==> config.mk <==
export PLATFORM = sky130hd
export DESIGN_NAME = instr_fetch
export DESIGN_NICKNAME = d
export VERILOG_FILES = /design/src/rtl/instr_fetch_pkg.sv /design/src/rtl/instr_fetch_mem.sv /design/src/rtl/instr_fetch.sv
export SDC_FILE = /design/constraint.sdc
export NUM_CORES = 1
export LEC_CHECK = 0
export ABC_AREA = 1
export BUFFER_PORTS_ARGS = -buffer_cell sky130_fd_sc_hd__buf_2
export CORE_MARGIN = 2
export CORE_UTILIZATION = 40
export DETAILED_ROUTE_END_ITERATION = 8
export GPL_TIMING_DRIVEN = 0
export PLACE_DENSITY_LB_ADDON = 0.12
export SETUP_SLACK_MARGIN = 0.05
export SYNTH_ARGS = -nofsm -noshare
export SYNTH_HDL_FRONTEND = slang
export SYNTH_HIERARCHICAL = 1
export SYNTH_SLANG_ARGS = --single-unit
==> constraint.sdc <==
create_clock -name clk -period 4.7 [get_ports clk]
set_clock_uncertainty 0.15 [all_clocks]
set_input_delay 0.235 -clock clk [delete_from_list [all_inputs] [get_ports clk]]
set_output_delay 0.235 -clock clk [all_outputs]
set_load 0.03 [all_outputs]
==> src/rtl/instr_fetch_pkg.sv <==
// -----------------------------------------------------------------------------
// instr_fetch_pkg
// Shared definitions for the instruction fetch / program-load stage:
//   - DEPTH / AW : program memory size and address width
//   - NOP        : fill instruction (ADDI R0,R0,0)
//   - state_t    : fetch FSM state encoding (ST_CHECK is used only when
//                  INSTR_FETCH_CHECKSUM_EN is defined)
// -----------------------------------------------------------------------------
package instr_fetch_pkg;

    localparam int         DEPTH = 16;
    localparam int         AW    = 4;
    localparam logic [7:0] NOP   = 8'h40;

    typedef enum logic [2:0] {
        ST_IDLE  = 3'd0,
        ST_LOAD  = 3'd1,
        ST_RUN   = 3'd2,
        ST_HALT  = 3'd3,
        ST_CHECK = 3'd4
    } state_t;

endpackage

==> src/rtl/instr_fetch_mem.sv <==
// -----------------------------------------------------------------------------
// instr_fetch_mem
// DEPTH x 8 program memory: synchronous write, asynchronous read, no reset.
// Ports:
//   clk      in   clock
//   we       in   write enable
//   wr_addr  in   write address
//   wr_data  in   write data
//   rd_addr  in   read address
//   rd_data  out  read data (combinational)
// -----------------------------------------------------------------------------
module instr_fetch_mem #(
    parameter int DEPTH = 16,
    parameter int AW    = 4
) (
    input  logic          clk,
    input  logic          we,
    input  logic [AW-1:0] wr_addr,
    input  logic [7:0]    wr_data,
    input  logic [AW-1:0] rd_addr,
    output logic [7:0]    rd_data
);

    logic [7:0] mem [DEPTH];

    // Contents deliberately survive reset; only a new load overwrites them.
    always_ff @(posedge clk) begin
        if (we) begin
            mem[wr_addr] <= wr_data;
        end
    end

    assign rd_data = mem[rd_addr];

endmodule

==> src/rtl/instr_fetch.sv <==
// -----------------------------------------------------------------------------
// instr_fetch
// Instruction fetch and program-load stage in front of the cpu core.
// A 16-word program is streamed in over a valid/ready byte interface, then
// instructions are served combinationally from the core's pc. Addresses at
// or beyond the loaded length read as NOP and send the stage to HALT. The
// core is held in reset (cpu_run low) until a complete load has finished.
//
// Optional feature macro: INSTR_FETCH_CHECKSUM_EN
//   When defined, the byte after the final program byte must be the XOR of
//   all program bytes; a mismatch returns to IDLE with load_err set.
//
// Handshake: a byte transfers on a rising edge where ld_valid and ld_ready
// are both high. ld_ready is a pure decode of the registered state, so it
// never depends on ld_valid in the same cycle.
//
// Ports:
//   clk          in   clock, all state on rising edge
//   reset        in   synchronous active-low reset
//   load_start   in   begin (re)load; honoured in IDLE, RUN, HALT
//   ld_valid     in   loader byte valid
//   ld_data      in   loader byte
//   ld_last      in   marks the final program byte
//   ld_ready     out  loader may transfer (LOAD, and CHECK when enabled)
//   pc           in   program counter from the core
//   instruction  out  instruction to the core
//   cpu_run      out  core released from reset (RUN/HALT)
//   halted       out  pc has left the program
//   prog_len     out  number of loaded words, 0..DEPTH
//   load_err     out  sticky load fault, cleared by load_start
//   state_dbg    out  current FSM state
// -----------------------------------------------------------------------------
module instr_fetch #(
    parameter int         DEPTH = instr_fetch_pkg::DEPTH,
    parameter int         AW    = instr_fetch_pkg::AW,
    parameter logic [7:0] NOP   = instr_fetch_pkg::NOP
) (
    input  logic          clk,
    input  logic          reset,
    input  logic          load_start,
    input  logic          ld_valid,
    input  logic [7:0]    ld_data,
    input  logic          ld_last,
    output logic          ld_ready,
    input  logic [7:0]    pc,
    output logic [7:0]    instruction,
    output logic          cpu_run,
    output logic          halted,
    output logic [AW:0]   prog_len,
    output logic          load_err,
    output logic [2:0]    state_dbg
);

    import instr_fetch_pkg::*;

    state_t          state;
    state_t          state_nxt;
    logic [AW-1:0]   wr_ptr;
    logic [7:0]      rd_data;
    logic            accept;
    logic            mem_we;
    logic            in_range;
    logic            last_slot;
`ifdef INSTR_FETCH_CHECKSUM_EN
    logic [7:0]      csum;
`endif

    // ------------------------------------------------------------------
    // Decodes
    // ------------------------------------------------------------------
    always_comb begin
        ld_ready = (state == ST_LOAD);
`ifdef INSTR_FETCH_CHECKSUM_EN
        if (state == ST_CHECK) begin
            ld_ready = 1'b1;
        end
`endif
    end

    assign accept    = ld_valid & ld_ready;
    assign mem_we    = accept & (state == ST_LOAD);
    assign last_slot = (wr_ptr == AW'(DEPTH - 1));
    // Full 8-bit compare: upper pc bits must count, so pc=8'h12 is outside
    // a 16-word program even though pc[AW-1:0] would alias into it.
    assign in_range  = (pc < 8'(prog_len));
    assign cpu_run   = (state == ST_RUN) | (state == ST_HALT);
    assign halted    = (state == ST_HALT);
    assign state_dbg = state;

    always_comb begin
        instruction = NOP;
        if ((state == ST_RUN) && in_range) begin
            instruction = rd_data;
        end
    end

    // ------------------------------------------------------------------
    // Program memory
    // ------------------------------------------------------------------
    instr_fetch_mem #(
        .DEPTH (DEPTH),
        .AW    (AW)
    ) u_mem (
        .clk     (clk),
        .we      (mem_we),
        .wr_addr (wr_ptr),
        .wr_data (ld_data),
        .rd_addr (pc[AW-1:0]),
        .rd_data (rd_data)
    );

    // ------------------------------------------------------------------
    // FSM: state register
    // ------------------------------------------------------------------
    always_ff @(posedge clk) begin
        if (!reset) begin
            state <= ST_IDLE;
        end else begin
            state <= state_nxt;
        end
    end

    // ------------------------------------------------------------------
    // FSM: next state
    // ------------------------------------------------------------------
    always_comb begin
        state_nxt = state;
        case (state)
            ST_IDLE: begin
                if (load_start) begin
                    state_nxt = ST_LOAD;
                end
            end
            ST_LOAD: begin
                // Either an explicit last byte or a full memory ends the load.
                if (accept && (ld_last || last_slot)) begin
`ifdef INSTR_FETCH_CHECKSUM_EN
                    state_nxt = ST_CHECK;
`else
                    state_nxt = ST_RUN;
`endif
                end
            end
            ST_RUN: begin
                if (load_start) begin
                    state_nxt = ST_LOAD;
                end else if (!in_range) begin
                    state_nxt = ST_HALT;
                end
            end
            ST_HALT: begin
                if (load_start) begin
                    state_nxt = ST_LOAD;
                end
            end
`ifdef INSTR_FETCH_CHECKSUM_EN
            ST_CHECK: begin
                if (accept) begin
                    state_nxt = (ld_data == csum) ? ST_RUN : ST_IDLE;
                end
            end
`endif
            default: begin
                state_nxt = ST_IDLE;
            end
        endcase
    end

    // ------------------------------------------------------------------
    // Load bookkeeping: write pointer, length, error flag, checksum
    // ------------------------------------------------------------------
    always_ff @(posedge clk) begin
        if (!reset) begin
            wr_ptr   <= '0;
            prog_len <= '0;
            load_err <= 1'b0;
`ifdef INSTR_FETCH_CHECKSUM_EN
            csum     <= '0;
`endif
        end else begin
            case (state)
                ST_IDLE, ST_RUN, ST_HALT: begin
                    if (load_start) begin
                        wr_ptr   <= '0;
                        prog_len <= '0;
                        load_err <= 1'b0;
`ifdef INSTR_FETCH_CHECKSUM_EN
                        csum     <= '0;
`endif
                    end
                end
                ST_LOAD: begin
                    if (accept) begin
                        wr_ptr <= wr_ptr + AW'(1);
`ifdef INSTR_FETCH_CHECKSUM_EN
                        csum   <= csum ^ ld_data;
`endif
                        if (ld_last) begin
                            prog_len <= {1'b0, wr_ptr} + (AW+1)'(1);
                        end else if (last_slot) begin
                            // Memory filled without a last marker: run what
                            // we have but flag the overflow.
                            prog_len <= (AW+1)'(DEPTH);
                            load_err <= 1'b1;
                        end
                    end
                end
`ifdef INSTR_FETCH_CHECKSUM_EN
                ST_CHECK: begin
                    if (accept && (ld_data != csum)) begin
                        prog_len <= '0;
                        load_err <= 1'b1;
                    end
                end
`endif
                default: begin
                end
            endcase
        end
    end

endmodule

=== After elaboration in Yosys (flattened, before gate mapping) ===
Memories as Yosys holds them, arrays and structs flattened.
Cells that the tools add are included.

* Bits in registers: 13
* Word-level logic and storage cells: 55
* Memories: 1
* Output and inout bits: 20
* Bits in writable memories: 128

* Reductions and logical operators: 11
* Eq/ne operators: 12
* Mux-type cells: 21
* $lt $le $gt $ge: 1
* Add/subtract/negate cells: 2
* Bitwise gates (word level): 3

{| class="wikitable"
|+ Memories
! memory !! words !! width !! rd ports !! clocked after memory_dff !! write ports !! line !! text
|-
| u_mem.mem || 16 || 8 || 1 || 0 || 1 || instr_fetch_mem.sv:24 || <nowiki>logic [7:0] mem [DEPTH];</nowiki>
|}

{| class="wikitable"
|+ Operators with widths
! operator !! count
|-
| $mux 5 || 4
|-
| $mux 3 || 4
|-
| $pmux 5 s2 || 1
|-
| $pmux 3 s3 || 1
|-
| $lt 8x5->1 || 1
|-
| $mux 4 || 2
|-
| $mux 8 || 1
|-
| $ne 2x1->1 const B || 4
|-
| $pmux 4 s2 || 1
|-
| $eq 3x2->1 const B || 2
|-
| $mux 1 || 6
|-
| $reduce_and 3->1 || 2
|-
| $add 4x1->5 const B || 1
|-
| $reduce_and 5->1 || 1
|-
| $add 4x1->4 const B || 1
|-
| $eq 4x4->1 const B || 1
|-
| $ne 2x2->1 const B || 2
|-
| $reduce_and 4->1 || 1
|-
| $eq 3x1->1 const B || 1
|-
| $logic_not 3->1 || 1
|-
| $ne 3x2->1 const B || 1
|-
| $ne 3x3->1 const B || 1
|-
| $reduce_or 3->1 || 1
|-
| $and 1x1->1 || 2
|-
| other kinds (6) || 7
|}

=== Logic depth before layout (Yosys ltp) ===
Gate-level depths: netlist (run 1).

* Depth after elaboration: 5
* Depth in mapped cells: 11
* Gate-level depth less buffers: 11

=== Cells and area by module ===
Netlist (run 1), hierarchy kept.

{| class="wikitable"
|+ Modules (own cells, without submodules)
! module !! area an instance (sq um) !! times used !! cells each
|-
| instr_fetch_mem || 5,606.6 || 1 || 543
|-
| instr_fetch || 848.3 || 1 || 114
|}

=== Worst setup path before layout (run 1) ===
Ideal clock, no wire load.

* Kind: register to register
* Start point: register state[0], in the netlist state_dbg[0]
* End point: memory u_mem.mem[12][0] (enable)
* Required time: 4.180 ns
* Stages on the path, launching flop included: 7
* Period minus slack after synthesis: 2.470 ns
* Path slack: 2.230 ns
* Buffers on the path: 1
* Data arrival time: 1.950 ns
* Cell sequence: dfxtp_1 -> ha_1 -> buf_6 -> nand2_2 -> inv_1 -> nand3_1 -> nor2_1

* Longest elaborated chain between the ends: 5

{| class="wikitable"
|+ Ends and longest elaborated chain
! what !! line !! text
|-
| start: declaration || instr_fetch.sv:56 || <nowiki>state_t state;</nowiki>
|-
| start signal: assignment || instr_fetch.sv:119 || <nowiki>state <= state_nxt;</nowiki>
|-
| $eq 3x1->1 * || instr_fetch.sv:72 || <nowiki>ld_ready = (state == ST_LOAD);</nowiki>
|-
| net ld_ready || instr_fetch.sv:44 || <nowiki>output logic ld_ready,</nowiki>
|-
| $and 1x1->1 || instr_fetch.sv:80 || <nowiki>assign accept = ld_valid & ld_ready;</nowiki>
|-
| $and 1x1->1 * || instr_fetch.sv:81 || <nowiki>assign mem_we = accept & (state == ST_LOAD);</nowiki>
|-
| net mem_we || instr_fetch.sv:61 || <nowiki>logic mem_we;</nowiki>
|-
| $mux 1 * || instr_fetch_mem.sv:28 || <nowiki>if (we) begin</nowiki>
|-
| $mux 1 (implied by the code) * || instr_fetch_mem.sv:29 || <nowiki>mem[wr_addr] <= wr_data;</nowiki>
|-
| end: declaration || instr_fetch_mem.sv:24 ||
|}

Mark *: on every way through the listed nets, which the timed path passes. The rest lies on a longest branch.

=== Worst setup path after layout (run 1) ===
* Start point: register state[0], in the netlist state_dbg[0]
* End point: memory u_mem.mem[9][1] (enable)

* Longest elaborated chain between the ends: 5

{| class="wikitable"
|+ Ends and longest elaborated chain
! what !! line
|-
| $eq 3x1->1 * || instr_fetch.sv:72, instr_fetch.sv:81
|-
| $and 1x1->1 || instr_fetch.sv:80
|-
| $and 1x1->1 * || instr_fetch.sv:81
|-
| net mem_we || instr_fetch.sv:61
|-
| $mux 1 * || instr_fetch_mem.sv:28
|-
| $mux 1 (implied by the code) * || instr_fetch_mem.sv:29
|}

Marks and branches as above.

==> out/results.ini, run 1 <==
[status]
status = complete, no violations

[route]
wl_um = 17200
drtAntennaViolNets = 0
avgRoutedWirePerCell_um = 18.2
dr.pass1.iters = 5
via_per_inst = 4.79
vias = 4539
drc = 0
drtIter0Drc = 336

[global_route]
overflow = 0
grt_use_total = 0.213
grt_max_degree = 17
gr-usage-met1 = 0.313
grt_util_met2 = 0.317
grt_pass1_wl_um = 25500
antenna_found_initial = 0
grt.busiest_layer = met2
grt_util_met3 = 0.0419
grt_pass1_vias = 4271

[worst_setup_path]
arrival_ns = 2.49
cp.required_ns = 4.60
cp_max_fo = 9
cp-start-kind = flop
crit_type = reg2reg
end_kind = flop

[placed_design]
preCtsSetupSlack_ns = 2.10
dp_hpwl_um = 11900
placed_cell_area_um2 = 6920
place.gp.congestion = 0.909
numPortBuffers = 39
dp_cells = 912

[finish]
nets = 748
diodes = 0
design_area_um2 = 7490
drive_gt1_frac = 0.141
final_cells = 947
syn_to_final_growth_pct = 16.1
final_common_cell = nand2_1
postLayoutCoreUtil = 0.473
final_cell_mix = 190 x nand2_1, 128 x edfxtp_1, 123 x inv_1, 100 x nand3_1, 52 x buf_2

[power_and_ir_drop]
cellLeakagePower_nw = 3.30
switching_share = 0.268
p_total_mw = 3.12
power.internal_mw = 2.28
seq_power_share = 0.458
ir_drop_mv = 0.308
pwr-share-comb = 0.144
powerDensity_nw_per_um2 = 416
p_sw_mw = 0.835
clockPowerShare = 0.398

[clock_tree]
clock-sinks = 140
htree_num_levels = 4
clkSlewWorstSetupHoldPaths_ns = 0.06
clock_latency_ns = 0.42
cts-resized-gates = 0
cts_tree = done
cts_buffer_depth = 2
cts_root_buf = clkbuf_16
cts_buffers = 17

[synth]
avgSynthCellArea_um2 = 9.82
seq_area_frac_synth = 0.633
yosys.area.top_type = edfxtp_1
syn_inst = 657
synth.top_cell.area_share = 0.595
syn_nets = 687
ys_top_cells_by_area = edfxtp_1 60%, nand2_1 11%, nand3_1 7.8%
synth_warnings = 6
ys_ff_latch = 140
ys_types = 32
synth_area_um2 = 6450

[sta]
relSlewSlack = 0.450
fin_crit_sh = 0.551
setup_viol = 0
tns_ns = 0
report.final.slew_viol_count = 0
hold_violations = 0
max_freq_mhz = 386
rsz0062_at_grt = false
fin_ws_ns = 2.11
worst_pin_slew_ns = 0.822
holdWs_ns = 0.0776
fin_crit_ns = 2.59

[job]
maxCapViolCount = 0

[die]
die_h_um = 131
dieWidth_um = 131
core_um2 = 15800
dieArea_um2 = 17200
num_rows = 46
start_util = 0.408
boundaryPins = 41

[min_path]
hold_path_class = in2reg

[final timing paths]
path                              from  slack, ns  depth (start not counted)                   endpoint
min                           ld_valid       0.08                          4     wr_ptr[3]$_SDFFE_PN0P_
max reg2reg  state_dbg[0]$_SDFFE_PN0P_       2.11                          6  u_mem/mem[9][1]$_DFFE_PP_
max          state_dbg[0]$_SDFFE_PN0P_       2.11                          6  u_mem/mem[9][1]$_DFFE_PP_
min reg2reg   prog_len[1]$_SDFFE_PN0P_       0.33                          2   prog_len[1]$_SDFFE_PN0P_
[repair_timing]
action,CTS,global route
endpoints found under the hold margin,7,0
buffers inserted,0,0
hold buffers,3,0
[final cells by class]
class | instances | area [um^2]
clock inverters | 8 | 70.1
inverters | 126 | 473
multi-input cells | 365 | 1710
clock buffers | 24 | 472
well taps | 216 | 270
fillers | 1531 | 8340
plain buffers | 26 | 185
repair buffers | 42 | 225
flip-flops and latches | 140 | 4080
[worst max-delay path, stage by stage, from the launching register on]
cell and delay (ns):
dfxtp_1 0.42, ha_1 0.24, buf_6 0.17, nand2_2 0.08, inv_1 0.21, nand3b_1 0.26, nor2_1 0.68
[power by group through the flow]
stage	combinational [mW]	sequential [mW]	clock [mW]
6_report	0.449	1.43	1.24
5_1_grt	0.490	1.43	1.31
4_1_cts	0.448	1.43	1.26
3_5_place_dp	0.443	1.45	0
3_3_place_gp	0.439	1.45	0
2_1_floorplan	0.269	1.48	0
[metal layers]
| layer | share of wire | wire length (um) |
|---|---|---|
| met4 | 0.013 | 229 |
| met2 | 0.45 | 7710 |
| met3 | 0.047 | 810 |
| met5 | 0 | 0 |
| met1 | 0.49 | 8450 |
[cell families after synthesis]
logic type,after synthesis,synth area share
AO/OA/AOI/OAI,24,0.0233
XOR/XNOR,1,0.00136
adder cells (fa/ha/maj),9,0.0174
buffers and inverters,152,0.102
flip-flops,140,0.633
other,1,0.000581
AND/OR/NAND/NOR,330,0.223
[registers in the layout (all words and copies together), names as in the netlist]
register	flops
wr_ptr	4
load_err	1
u_mem/mem	128
state_dbg	2
prog_len	5
[cells in the mapped netlist]
library cell and n:
buf_6 7, nand3b_1 3, edfxtp_1 128, a31o_2 1, nor2_1 27, a31oi_1 4
o31ai_1 1, xor2_1 1, nand2_4 1, buf_4 5, nand2_1 190, or2_2 1
buf_1 1, nand3_1 100, o21ai_0 3, or2_1 1, nand3_4 1, o21ai_4 1
nor3_1 1, nand3_2 2, inv_2 3, inv_1 123, nand4_1 1, nor4_4 1
nand2_2 1, o21ai_1 1, conb_1 1, dfxtp_1 12, buf_2 13, a21oi_1 10
ha_1 9, a211oi_1 3
No activity file was read; power rests on OpenSTA's default activity.
==> run 2: changes to the inputs <==
--- a/config.mk
+++ b/config.mk
@@ -5,7 +5,7 @@
 export SDC_FILE = /design/constraint.sdc
 export NUM_CORES = 1
 export LEC_CHECK = 0
-export ABC_AREA = 1
+export ABC_AREA = 0
 export BUFFER_PORTS_ARGS = -buffer_cell sky130_fd_sc_hd__buf_2
 export CORE_MARGIN = 2
 export CORE_UTILIZATION = 40
==> constraint.sdc (replaced) <==
create_clock -name clk -period 2.1 [get_ports clk]
set_clock_uncertainty 0.15 [all_clocks]
set_input_delay 0.105 -clock clk [delete_from_list [all_inputs] [get_ports clk]]
set_output_delay 0.105 -clock clk [all_outputs]
set_load 0.03 [all_outputs]
==> out/results.ini, run 2 <==
[clock_tree]
clock_latency_ns = 0.41  ; about the same
cts_tree = done
clkSlewWorstSetupHoldPaths_ns = 0.05  ; about the same
cts_buffers = 17  ; unchanged
cts_buffer_depth = 2  ; unchanged
clock-sinks = 140  ; unchanged
htree_num_levels = 4  ; unchanged
cts_root_buf = clkbuf_16

[placed_design]
preCtsSetupSlack_ns = -0.223  ; -2.32 ns
place.gp.congestion = 0.761  ; -16%
placed_cell_area_um2 = 6280  ; -9.3%
numPortBuffers = 39  ; unchanged
dp_hpwl_um = 8350  ; -30%

[finish]
nets = 435  ; -42%
postLayoutCoreUtil = 0.527  ; +0.0535
diodes = 0  ; unchanged
final_common_cell = edfxtp_1
largestRegisters = u_mem/mem (128), prog_len (5), wr_ptr (4)
drive_gt1_frac = 0.378  ; +0.237
largest_register_ffs = 128  ; unchanged
design_area_um2 = 7370  ; -1.6%
syn_to_final_growth_pct = 27.3
regMostFlops = u_mem/mem
final_cell_mix = 128 x edfxtp_1, 34 x buf_2, 18 x mux4_2, 17 x nand2_1, 17 x clkbuf_16

[sta]
max_freq_mhz = 424
fin_ws_ns = -0.257  ; -2.37 ns
tns_ns = -1.94  ; -1.94 ns
fin_crit_sh = 1.12
setup_viol = 8  ; +8
hold_violations = 0  ; unchanged
worst_pin_slew_ns = 0.729  ; -0.0929 ns
relSlewSlack = 0.512  ; +0.0622
report.final.slew_viol_count = 0  ; unchanged
rsz0062_at_grt = true
fin_crit_ns = 2.36

[worst_setup_path]
arrival_ns = 2.10  ; -0.39 ns
crit_type = reg2out
end_kind = output port
cp_max_fo = 1  ; -8
cp-start-kind = flop
cp.required_ns = 1.85  ; -2.75 ns

[die]
num_rows = 43  ; -6.5%
dieWidth_um = 124  ; -5.1%
boundaryPins = 41  ; unchanged
core_um2 = 14000  ; -12%
start_util = 0.414  ; +0.00613
die_h_um = 124  ; -5.1%
dieArea_um2 = 15500  ; -10%

[global_route]
grt_use_total = 0.175  ; -0.0378
grt_pass1_vias = 3192  ; -25%
grt_max_degree = 17  ; unchanged
antenna_found_initial = 0  ; unchanged
grt_pass1_wl_um = 19400  ; -24%
overflow = 0  ; unchanged

[synth]
ys_top_cells_by_area = edfxtp_1 66%, mux4_2 7.0%, mux4_1 6.4%
async_flop_share = 0  ; unchanged
avgSynthCellArea_um2 = 18.4  ; +87%
synth_warnings = 6  ; unchanged
synth_area_um2 = 5790  ; -10%
ys_ff_latch = 140  ; unchanged
seq_area_frac_synth = 0.705  ; +0.0726
yosys.area.top_type = edfxtp_1
syn_inst = 315  ; -52%
synth_edf_count = 128  ; unchanged
synth_top_flop_cell = edfxtp_1
synth.top_cell.area_share = 0.664  ; +0.0683
yosysMostFrequentCell = edfxtp_1
yosys-top-cells-count = 128 x edfxtp_1, 18 x mux4_2, 18 x nand2_1
syn_nets = 345  ; -50%
ys_types = 44  ; +38%

[route]
dr.pass1.iters = 6  ; +1
drc = 0  ; unchanged
wl_um = 13100  ; -24%
avgRoutedWirePerCell_um = 21.9  ; +20%
via_per_inst = 5.44  ; +13%
vias = 3251  ; -28%
drtIter0Drc = 276  ; -18%
drtAntennaViolNets = 0  ; unchanged

[job]
maxCapViolCount = 0  ; unchanged

[status]
violations = setup timing
status = complete, but fails checks

[min_path]
hold_path_class = in2reg

[power_and_ir_drop]
powerDensity_nw_per_um2 = 914  ; +120%
cellLeakagePower_nw = 2.55  ; -23%
ir_drop_mv = 0.588  ; +91%

[run 2: cell count changes in the layout (fill, tap and decap cells not counted), sizes merged, moves of 5 or more]
| cell | previous run | this run |
|---|---|---|
| a21oi | 10 | 3 |
| a21boi | 0 | 5 |
| nand2 | 192 | 18 |
| clkinv | 5 | 10 |
| a22oi | 0 | 16 |
| nand3 | 103 | 5 |
| dlygate4sd3 | 3 | 13 |
| mux4 | 0 | 32 |
| nor2 | 27 | 17 |
| nand2b | 0 | 5 |
| and2 | 0 | 9 |
| inv | 126 | 10 |
[run 2: metal layers]
| layer | up-vias | GRT usage | routed length (um) |
|---|---|---|---|
| li1 | 1463 | - | - |
| met4 | 0 | 0.0661 | 182 |
| met2 | 90 | 0.263 | 6180 |
| met1 | 1683 | 0.247 | 5970 |
| met3 | 15 | 0.0451 | 743 |
| met5 | - | 0 | 0 |
[run 2: worst max-delay path, cell delays in order, from the launching register on]
cell,delay (ns)
edfxtp_1,0.36
mux4_1,0.56
a22oi_1,0.28
nand2_1,0.17
and2_4,0.18
buf_6,0.13
[run 2: layout make-up]
| type | instances | area (um^2) |
|---|---|---|
| buffer | 12 | 97.6 |
| clock buffer | 21 | 440 |
| clock inverter | 11 | 77.6 |
| fill | 1172 | 6620 |
| inverter | 10 | 42.5 |
| multi-input combinational | 153 | 1790 |
| sequential | 140 | 4100 |
| tap | 180 | 225 |
| timing repair buffer | 71 | 604 |
[run 2: what timing repair did]
action                                 CTS  global route
hold buffers                            13             0
setup endpoints to repair              138           106
endpoints found under the hold margin  137             0
gates cloned                             0             0
buffers inserted                        11             8
pin swaps                               13             6
gates resized for setup                 58             5
[run 2: kinds of logic after synthesis]
kind of cell               count (synthesis)  synth area share
xor gates and xnor gates                   2           0.00303
DFF                                      140             0.705
muxes                                     34             0.137
AOI/OAI and AO/OA                         35            0.0475
adders and majority gates                  9            0.0194
other                                      1          0.000648
buffers and inverters                     22            0.0233
and+or+nand+nor                           72            0.0637
[run 2: path summary, 6_finish.rpt]
path | start | to | slack (ns) | depth (start not counted)
worst max-delay path | u_mem/mem[9][3]$_DFFE_PP_ | instruction[3] | -0.26 | 5
worst min-delay path | pc[5] | state_dbg[0]$_SDFFE_PN0P_ | 0.23 | 6
worst max register to register | prog_len[4]$_SDFFE_PN0P_ | state_dbg[1]$_SDFFE_PN0P_ | 0.05 | 8
worst min register to register | prog_len[1]$_SDFFE_PN0P_ | prog_len[1]$_SDFFE_PN0P_ | 0.33 | 2
[run 2: metrics by stage]
stage / hold WS [ns] / power [mW] / cells
finish: 0.230 / 6.74 / 598
floorplan: 0.0539 / 3.72 / 315
detailed placement: 0.247 / 3.95 / 534
CTS: 0.210 / 6.75 / 590
global placement: 0.246 / 3.94 / 534
global route: 0.242 / 6.98 / 598
[run 2: report_power, final]
group | internal, mW | total, mW | switching, mW
sequential | 3.11 | 3.18 | 0.0626
clock | 1.60 | 2.64 | 1.05
combinational | 0.406 | 0.914 | 0.508
